File: src/rtl/tron_pkg.sv
// Shared definitions for the Tron board controller: state encoding, cell codes
// and default board geometry.
package tron_pkg;

  localparam int BOARD_ADDR_W = 8;
  localparam int BOARD_DATA_W = 16;

  localparam logic [BOARD_DATA_W-1:0] EMPTY_CODE = 16'd0;
  localparam logic [BOARD_DATA_W-1:0] P1_CODE    = 16'd1;
  localparam logic [BOARD_DATA_W-1:0] P2_CODE    = 16'd2;

  typedef enum logic [2:0] {
    ST_INIT  = 3'd0,
    ST_CLEAR = 3'd1,
    ST_READY = 3'd2,
    ST_READ  = 3'd3,
    ST_CHECK = 3'd4,
    ST_WRITE = 3'd5
  } state_e;

endpackage

File: src/rtl/tron_board_ctrl.sv
// Board controller in front of a dual-port registered-read memory: clears the
// board, reads both players' next cells, writes trails and reports crashes.
module tron_board_ctrl #(
  parameter int                         ADDR_W  = tron_pkg::BOARD_ADDR_W,
  parameter int                         DATA_W  = tron_pkg::BOARD_DATA_W,
  parameter logic [tron_pkg::BOARD_DATA_W-1:0] P1_CODE = tron_pkg::P1_CODE,
  parameter logic [tron_pkg::BOARD_DATA_W-1:0] P2_CODE = tron_pkg::P2_CODE
) (
  input  logic              clk,
  input  logic              reset,
  input  logic              clear_req,
  input  logic              move_valid,
  output logic              move_ready,
  input  logic [ADDR_W-1:0] p1_addr,
  input  logic [ADDR_W-1:0] p2_addr,
  output logic              result_valid,
  output logic              p1_crash,
  output logic              p2_crash,
  output logic              clear_busy,
  output logic [ADDR_W-1:0] addr1,
  output logic [ADDR_W-1:0] addr2,
  output logic [DATA_W-1:0] dataIn1,
  output logic [DATA_W-1:0] dataIn2,
  output logic              we1,
  output logic              we2,
  input  logic [DATA_W-1:0] dataOut1,
  input  logic [DATA_W-1:0] dataOut2,
  output logic [2:0]        state_dbg
);
  import tron_pkg::*;

  // Handshake: a move is taken on a rising edge where move_valid && move_ready;
  // move_ready is only high in READY with no clear pending, and clear has priority.

  localparam logic [ADDR_W-2:0] CLR_LAST = '1;
  localparam logic [DATA_W-1:0] EMPTY_W  = DATA_W'(EMPTY_CODE);
  localparam logic [DATA_W-1:0] P1_W     = DATA_W'(P1_CODE);
  localparam logic [DATA_W-1:0] P2_W     = DATA_W'(P2_CODE);

  state_e            state_q, state_d;
  logic [ADDR_W-2:0] clr_cnt_q, clr_cnt_d;
  logic [ADDR_W-1:0] addr1_q, addr1_d, addr2_q, addr2_d;
  logic [DATA_W-1:0] din1_q, din1_d, din2_q, din2_d;
  logic              we1_q, we1_d, we2_q, we2_d;
  logic              p1_crash_q, p1_crash_d, p2_crash_q, p2_crash_d;
  logic              same_cell, c1, c2;

  // State register
  always_ff @(posedge clk or negedge reset) begin
    if (!reset) state_q <= ST_INIT;
    else        state_q <= state_d;
  end

  // Next-state logic
  always_comb begin
    state_d = state_q;
    unique case (state_q)
      ST_INIT:  state_d = ST_CLEAR;
      ST_CLEAR: if (clr_cnt_q == CLR_LAST) state_d = ST_READY;
      ST_READY: begin
        if (clear_req)       state_d = ST_CLEAR;
        else if (move_valid) state_d = ST_READ;
      end
      ST_READ:  state_d = ST_CHECK;
      ST_CHECK: state_d = ST_WRITE;
      ST_WRITE: state_d = ST_READY;
      default:  state_d = ST_INIT;
    endcase
  end

  // Head-on moves crash both players, which also keeps the ports off one address.
  assign same_cell = (addr1_q == addr2_q);
  assign c1 = (dataOut1 != EMPTY_W) || same_cell;
  assign c2 = (dataOut2 != EMPTY_W) || same_cell;

  // Output / datapath next values; everything lands on the edge entering its state
  always_comb begin
    clr_cnt_d  = clr_cnt_q;
    addr1_d    = addr1_q;
    addr2_d    = addr2_q;
    din1_d     = din1_q;
    din2_d     = din2_q;
    we1_d      = 1'b0;
    we2_d      = 1'b0;
    p1_crash_d = p1_crash_q;
    p2_crash_d = p2_crash_q;
    unique case (state_q)
      ST_INIT: begin
        clr_cnt_d = '0;
        addr1_d   = {{(ADDR_W-1){1'b0}}, 1'b0};
        addr2_d   = {{(ADDR_W-1){1'b0}}, 1'b1};
        din1_d    = EMPTY_W;
        din2_d    = EMPTY_W;
        we1_d     = 1'b1;
        we2_d     = 1'b1;
      end
      ST_CLEAR: begin
        if (clr_cnt_q != CLR_LAST) begin
          clr_cnt_d = clr_cnt_q + 1'b1;
          addr1_d   = {clr_cnt_q + 1'b1, 1'b0};
          addr2_d   = {clr_cnt_q + 1'b1, 1'b1};
          din1_d    = EMPTY_W;
          din2_d    = EMPTY_W;
          we1_d     = 1'b1;
          we2_d     = 1'b1;
        end
      end
      ST_READY: begin
        if (clear_req) begin
          clr_cnt_d = '0;
          addr1_d   = {{(ADDR_W-1){1'b0}}, 1'b0};
          addr2_d   = {{(ADDR_W-1){1'b0}}, 1'b1};
          din1_d    = EMPTY_W;
          din2_d    = EMPTY_W;
          we1_d     = 1'b1;
          we2_d     = 1'b1;
        end else if (move_valid) begin
          addr1_d = p1_addr;
          addr2_d = p2_addr;
        end
      end
      ST_CHECK: begin
        p1_crash_d = c1;
        p2_crash_d = c2;
        din1_d     = P1_W;
        din2_d     = P2_W;
        we1_d      = !c1;
        we2_d      = !c2;
      end
      default: ;
    endcase
  end

  always_ff @(posedge clk or negedge reset) begin
    if (!reset) begin
      clr_cnt_q  <= '0;
      addr1_q    <= '0;
      addr2_q    <= '0;
      din1_q     <= '0;
      din2_q     <= '0;
      we1_q      <= 1'b0;
      we2_q      <= 1'b0;
      p1_crash_q <= 1'b0;
      p2_crash_q <= 1'b0;
    end else begin
      clr_cnt_q  <= clr_cnt_d;
      addr1_q    <= addr1_d;
      addr2_q    <= addr2_d;
      din1_q     <= din1_d;
      din2_q     <= din2_d;
      we1_q      <= we1_d;
      we2_q      <= we2_d;
      p1_crash_q <= p1_crash_d;
      p2_crash_q <= p2_crash_d;
    end
  end

  assign move_ready   = (state_q == ST_READY) && !clear_req;
  assign result_valid = (state_q == ST_WRITE);
  assign clear_busy   = (state_q == ST_CLEAR);
  assign addr1        = addr1_q;
  assign addr2        = addr2_q;
  assign dataIn1      = din1_q;
  assign dataIn2      = din2_q;
  assign we1          = we1_q;
  assign we2          = we2_q;
  assign p1_crash     = p1_crash_q;
  assign p2_crash     = p2_crash_q;
  assign state_dbg    = 3'(state_q);

endmodule

File: config.mk
export PLATFORM = sky130hd
export DESIGN_NAME = tron_board_ctrl
export DESIGN_NICKNAME = d
export VERILOG_FILES = /design/src/rtl/tron_pkg.sv /design/src/rtl/tron_board_ctrl.sv
export SDC_FILE = /design/constraint.sdc
export NUM_CORES = 1
export LEC_CHECK = 0
export BUFFER_PORTS_ARGS = -buffer_cell sky130_fd_sc_hd__buf_2
export CAP_MARGIN = 20
export CORE_MARGIN = 2
export CORE_UTILIZATION = 45
export CTS_CLUSTER_SIZE = 8
export DETAILED_ROUTE_END_ITERATION = 10
export GPL_TIMING_DRIVEN = 1
export PLACE_DENSITY = 0.81
export SLEW_MARGIN = 30
export SYNTH_ARGS = -nofsm -noshare
export SYNTH_HDL_FRONTEND = slang
export SYNTH_SLANG_ARGS = --single-unit
File: constraint.sdc
create_clock -name clk -period 4.6 [get_ports clk]
set_clock_uncertainty 0.05 [all_clocks]
set_input_delay 0.69 -clock clk [delete_from_list [all_inputs] [get_ports clk]]
set_output_delay 0.69 -clock clk [all_outputs]
set_load 0.005 [all_outputs]
==> results of run 1 <==
==> power groups by stage <==
stage | clock [mW] | sequential, mW | combinational, mW
2_1_floorplan | 0 | 0.417 | 0.435
3_3_place_gp | 0 | 0.434 | 0.523
3_5_place_dp | 0 | 0.440 | 0.533
4_1_cts | 0.242 | 0.436 | 0.537
5_1_grt | 0.249 | 0.448 | 0.592
6_report | 0.236 | 0.436 | 0.531
==> synthesized netlist by cell type (3+ instances only) <==
library cell	number	area (sq um)
mux2i_1	4	40.0
nor2_1	10	37.5
xor2_1	8	70.1
a21oi_1	9	45.0
a22oi_1	4	30.0
o2bb2ai_1	9	78.8
a21o_1	5	37.5
nand3_1	3	15.0
nor4_1	10	62.6
buf_4	34	255
dfrtp_1	31	776
mux2_2	5	56.3
and2_1	6	37.5
nand2_1	7	26.3
inv_1	6	22.5
xnor2_1	3	26.3
==> per-layer routing <==
metal	global-route usage, %	vias up
li1	-	775
met1	19.6	740
met2	30.3	69
met3	4.51	7
met4	6.41	0
met5	0	-
==> how the worst max path moves through the flow <==
stage,end,slack (ns),start
2_1_floorplan,move_ready,2.58,clear_req
3_3_place_gp,move_ready,2.07,clear_req
3_5_place_dp,move_ready,2.02,clear_req
4_1_cts,move_ready,1.91,state_dbg[2]
5_1_grt,move_ready,1.81,state_dbg[2]
6_report,move_ready,1.93,state_dbg[2]
==> worst max-delay path, cell delays in order (launching register included) <==
cell	delay (ns)
dfrtp_1	0.53
nor4b_4	0.86
buf_2	0.24
==> logic make-up after synthesis <==
logic type,after synthesis,synth area share (%)
flops,31,39.9
simple gates,49,15.9
mux,9,4.96
compound gates,44,17.1
fa+ha+maj,1,0.644
other cells,1,0.193
xor+xnor,11,4.96
buf+inv,45,16.3
==> state kept, by name (all words and copies together), names as in the netlist <==
name       flops
addr1          8
addr2          8
clr_cnt_q      7
state_dbg      3
dataIn2        1
p1_crash       1
p2_crash       1
we1            1
we2            1
==> per-stage QoR <==
stage	area [sq um]	power, mW	hold slack, ns	utilization, %
floorplan	2050	0.853	0.344	-
global placement	2220	0.957	0.440	54.3
detailed placement	2220	0.973	0.451	54.3
CTS	2320	1.21	0.422	56.8
global route	2320	1.29	0.445	56.8
finish	2320	1.20	0.397	56.8
==> cell type report <==
cell class	count	area (sq um)
sequential	31	776
timing repair buffer	79	395
fill	395	1770
inverter	7	28.8
tap	50	62.6
multi-input combinational	144	958
clock buffer	8	100
==> flow_summary.ini, run 1 <==
[routing]
drc = 0
wl_per_cell_microns = 13.0
drt_iter0_drc = 37
topRoutingLayerUsed = met4
first_pass_iters = 4
drtAntennaViolNets = 0
vias_per_cell = 4.99
dr_wl_met3_microns = 309
vias = 1591
drt_wl_total_microns = 4150
routed-wl-met2_microns = 2060
drt-met1-wl_microns = 1720

[floorplanning]
die_h_microns = 69.7
die_x_microns = 69.7
row_count = 23
start_util_pct = 47.5
design.die.area_sq_um = 4860
core_sq_um = 4090
ios = 110

[placed_design]
post-place-ws_ns = 2.02
dp_hpwl_microns = 3180
place_inst = 311
port_buffers = 79
place.gp.congestion = 0.786

[cts]
hold_buffers = 0
cts_root_buf = clkbuf_8
post_cts_buffers = 0
cts_sinks = 31
cts_buffers = 5
cts.clk_slew.worst_paths_ns = 0.06
clock_latency_ns = 0.29
tritoncts = done
cts_resized = 0
cts_buffer_depth = 2
h-tree-depth = 2

[timing]
fin_crit_ns = 2.67
fin_crit_sh_pct = 58.0
fmax_ghz = 0.375
slew_violations = 0
tightest_slew_ns = 0.885
grt_setup_unrepaired = false
final-hold-violation-count = 0
slew_headroom_pct = 40.7
setup-tns-final_ns = 0
setup_violations = 0
fin_ws_ns = 1.93

[finish]
area_delta_synth_final_pct = 19.5
insertedDiodeCount = 0
final_common_cell = buf_2
drive_gt1_share_pct = 36.8
final_nets = 321
fin_cells = 319
mostFrequentLayoutCells = buf_2 (79), dfrtp_1 (31), conb_1 (30)

[synthesis]
ys_dominant_reg_cell = dfrtp_1
synth_area_per_cell_sq_um = 10.2
syn_area_sq_um = 1940
ys_async_sr_fraction_pct = 100
ys_ff_latch = 31
yosysSeqAreaShare_pct = 39.9
yosys_warnings = 0
synth_edf_count = 0
synthDistinctLibCells = 45
syn_inst = 191

[power]
p_per_area_nw_per_um2 = 518
p_clk_share_pct = 19.6
p_leak_nw = 1.15
seqPwrFrac_pct = 36.2
cellInternalPower_mw = 0.738
max-vdd-ir-drop_v = 0.000310
swShare_pct = 38.6
p_comb_share_pct = 44.1
power_switching_mw = 0.465

[worst_setup_path]
end_kind = output port
path_max_fanout = 18
reg2reg_depth = 5
r2r_end = addr1[2]
path_class = reg2out
r2r-start = clr_cnt_q[0]
cp.arrival_ns = 1.93
r2r_slack_ns = 2.38
start_kind = register
cp.required_ns = 3.86

[global_routing]
grt_pass1_wl_microns = 6690
grt_pass1_vias = 1506
grt.overflow.total = 0
grt_usage_pct = 17.1
grt_max_degree = 32
antenna_found_initial = 0

[run_status]
outcome = finished clean

[worst_hold_path]
hold_path_class = in2async

[flow_run]
drv.max_cap_violation_count = 0
Note: power is estimated with default switching activity, not from simulation.
==> run 2, diff against run 1 <==
- CORE_UTILIZATION: 45 -> 44
- PLACE_DENSITY: 0.81 -> 0.8
- clock period: 4.6 -> 2.74 ns (I/O delays scaled with it)
==> flow_summary.ini, run 2 (synthesized netlist as in run 1, its figures left out) <==
[global_routing]
grt_pass1_wl_microns = 7590
grt_usage_pct = 19.5
grt_pass1_vias = 1553
grt.overflow.total = 0
grt_max_degree = 32
antenna_found_initial = 0

[power]
p_clk_share_pct = 19.1
cellInternalPower_mw = 1.25
p_comb_share_pct = 45.2
swShare_pct = 39.3
seqPwrFrac_pct = 35.7
p_total_mw = 2.06
max-vdd-ir-drop_v = 0.000489
power_switching_mw = 0.810
p_per_area_nw_per_um2 = 881
p_leak_nw = 1.17

[floorplanning]
ios = 110
die_x_microns = 70.4
design.die.area_sq_um = 4960
die_h_microns = 70.4
row_count = 24
start_util_pct = 45.2
core_sq_um = 4290

[routing]
first_pass_iters = 4
drtAntennaViolNets = 0
drt_iter0_drc = 45
drc = 0
wl_per_cell_microns = 14.1
vias = 1640
drt_wl_total_microns = 4560
vias_per_cell = 5.08

[placed_design]
port_buffers = 79
dp_hpwl_microns = 3480
post-place-ws_ns = 0.756
place_inst = 315
place.gp.congestion = 0.779
postPlaceCellArea_sq_um = 2240

[worst_setup_path]
crit_chain = or3b_4 -> inv_4 -> buf_2
cpMaxStageDelayCell = dfrtp_1
path_max_fanout = 13
cp.arrival_ns = 1.59
critical_path.max_stage_delay_ns = 0.54
r2r_end = clr_cnt_q[1]
path_class = reg2out
cp_top_family = flip-flops
r2r-start = clr_cnt_q[0]
cp.required_ns = 2.28
crit_buf_inv = 2
reg2reg_depth = 5
start_kind = register
end_kind = output port
r2r_slack_ns = 0.71

[run_status]
outcome = finished clean

[cts]
post_cts_buffers = 0
cts_buffer_depth = 2
h-tree-depth = 2
clock_latency_ns = 0.28
cts.clk_slew.worst_paths_ns = 0.06
tritoncts = done
cts_root_buf = clkbuf_8
cts_buffers = 5
hold_buffers = 0
cts_sinks = 31
cts_resized = 0

[finish]
fin_cells = 323
area_delta_synth_final_pct = 20.4
fillers = 406
mostFrequentLayoutCells = buf_2 (79), dfrtp_1 (31), conb_1 (30)
insertedDiodeCount = 0
final_core_util_pct = 54.5
fin_area_sq_um = 2340
drive_gt1_share_pct = 37.3
final_common_cell = buf_2
final_nets = 323

[timing]
fin_crit_ns = 2.05
fin_crit_sh_pct = 74.8
fin_hold_ws_ns = 0.125
setup_violations = 0
slew_headroom_pct = 53.3
grt_setup_unrepaired = false
fin_ws_ns = 0.691
slew_violations = 0
setup-tns-final_ns = 0
final-hold-violation-count = 0
fmax_ghz = 0.488
tightest_slew_ns = 0.700

[worst_hold_path]
hold_path_class = in2async

[flow_run]
drv.max_cap_violation_count = 0
run 2: how the worst max path moves through the flow:
stage                              end    startpoint  cells past startpoint
after floorplan               addr1[7]  clr_cnt_q[0]                      6
after global placement    clr_cnt_q[0]  clr_cnt_q[0]                      5
after detailed placement  clr_cnt_q[1]  clr_cnt_q[0]                      5
after CTS                   clear_busy  state_dbg[2]                      3
after global routing        clear_busy  state_dbg[2]                      3
final                       clear_busy  state_dbg[2]                      3
run 2: layer usage:
layer  up-vias  global-route usage [%]  wire, microns
met5         -                       0              0
met4         0                    3.85             26
met3         4                    5.05            264
met2        58                    33.2           2320
met1       798                    25.0           1940
li1        780                       -              -
run 2: worst register-to-register path, delay by kind of cell (launching register included):
| family | cells | cell delay [ns] |
|---|---|---|
| AOI/OAI and AO/OA | 1 | 0.44 |
| DFF | 1 | 0.41 |
| muxes | 1 | 0.40 |
| and+or+nand+nor | 2 | 0.35 |
| adders and majority gates | 1 | 0.27 |
run 2: area by class of cell:
type                       instances  area [sq um]  share of cell area (%)
inverter                           7          28.8                    1.23
tap                               52          65.1                    2.78
multi-input combinational        144           958                    41.0
timing repair buffer              81           410                    17.5
sequential                        31           776                    33.2
clock buffer                       8           100                    4.28
run 2: power groups by stage:
stage	Combinational, mW	Clock [mW]	Sequential [mW]
finish	0.932	0.393	0.735
CTS	0.948	0.401	0.735
detailed placement	0.936	0	0.741
floorplan	0.731	0	0.701
global placement	0.900	0	0.733
global route	1.04	0.425	0.754
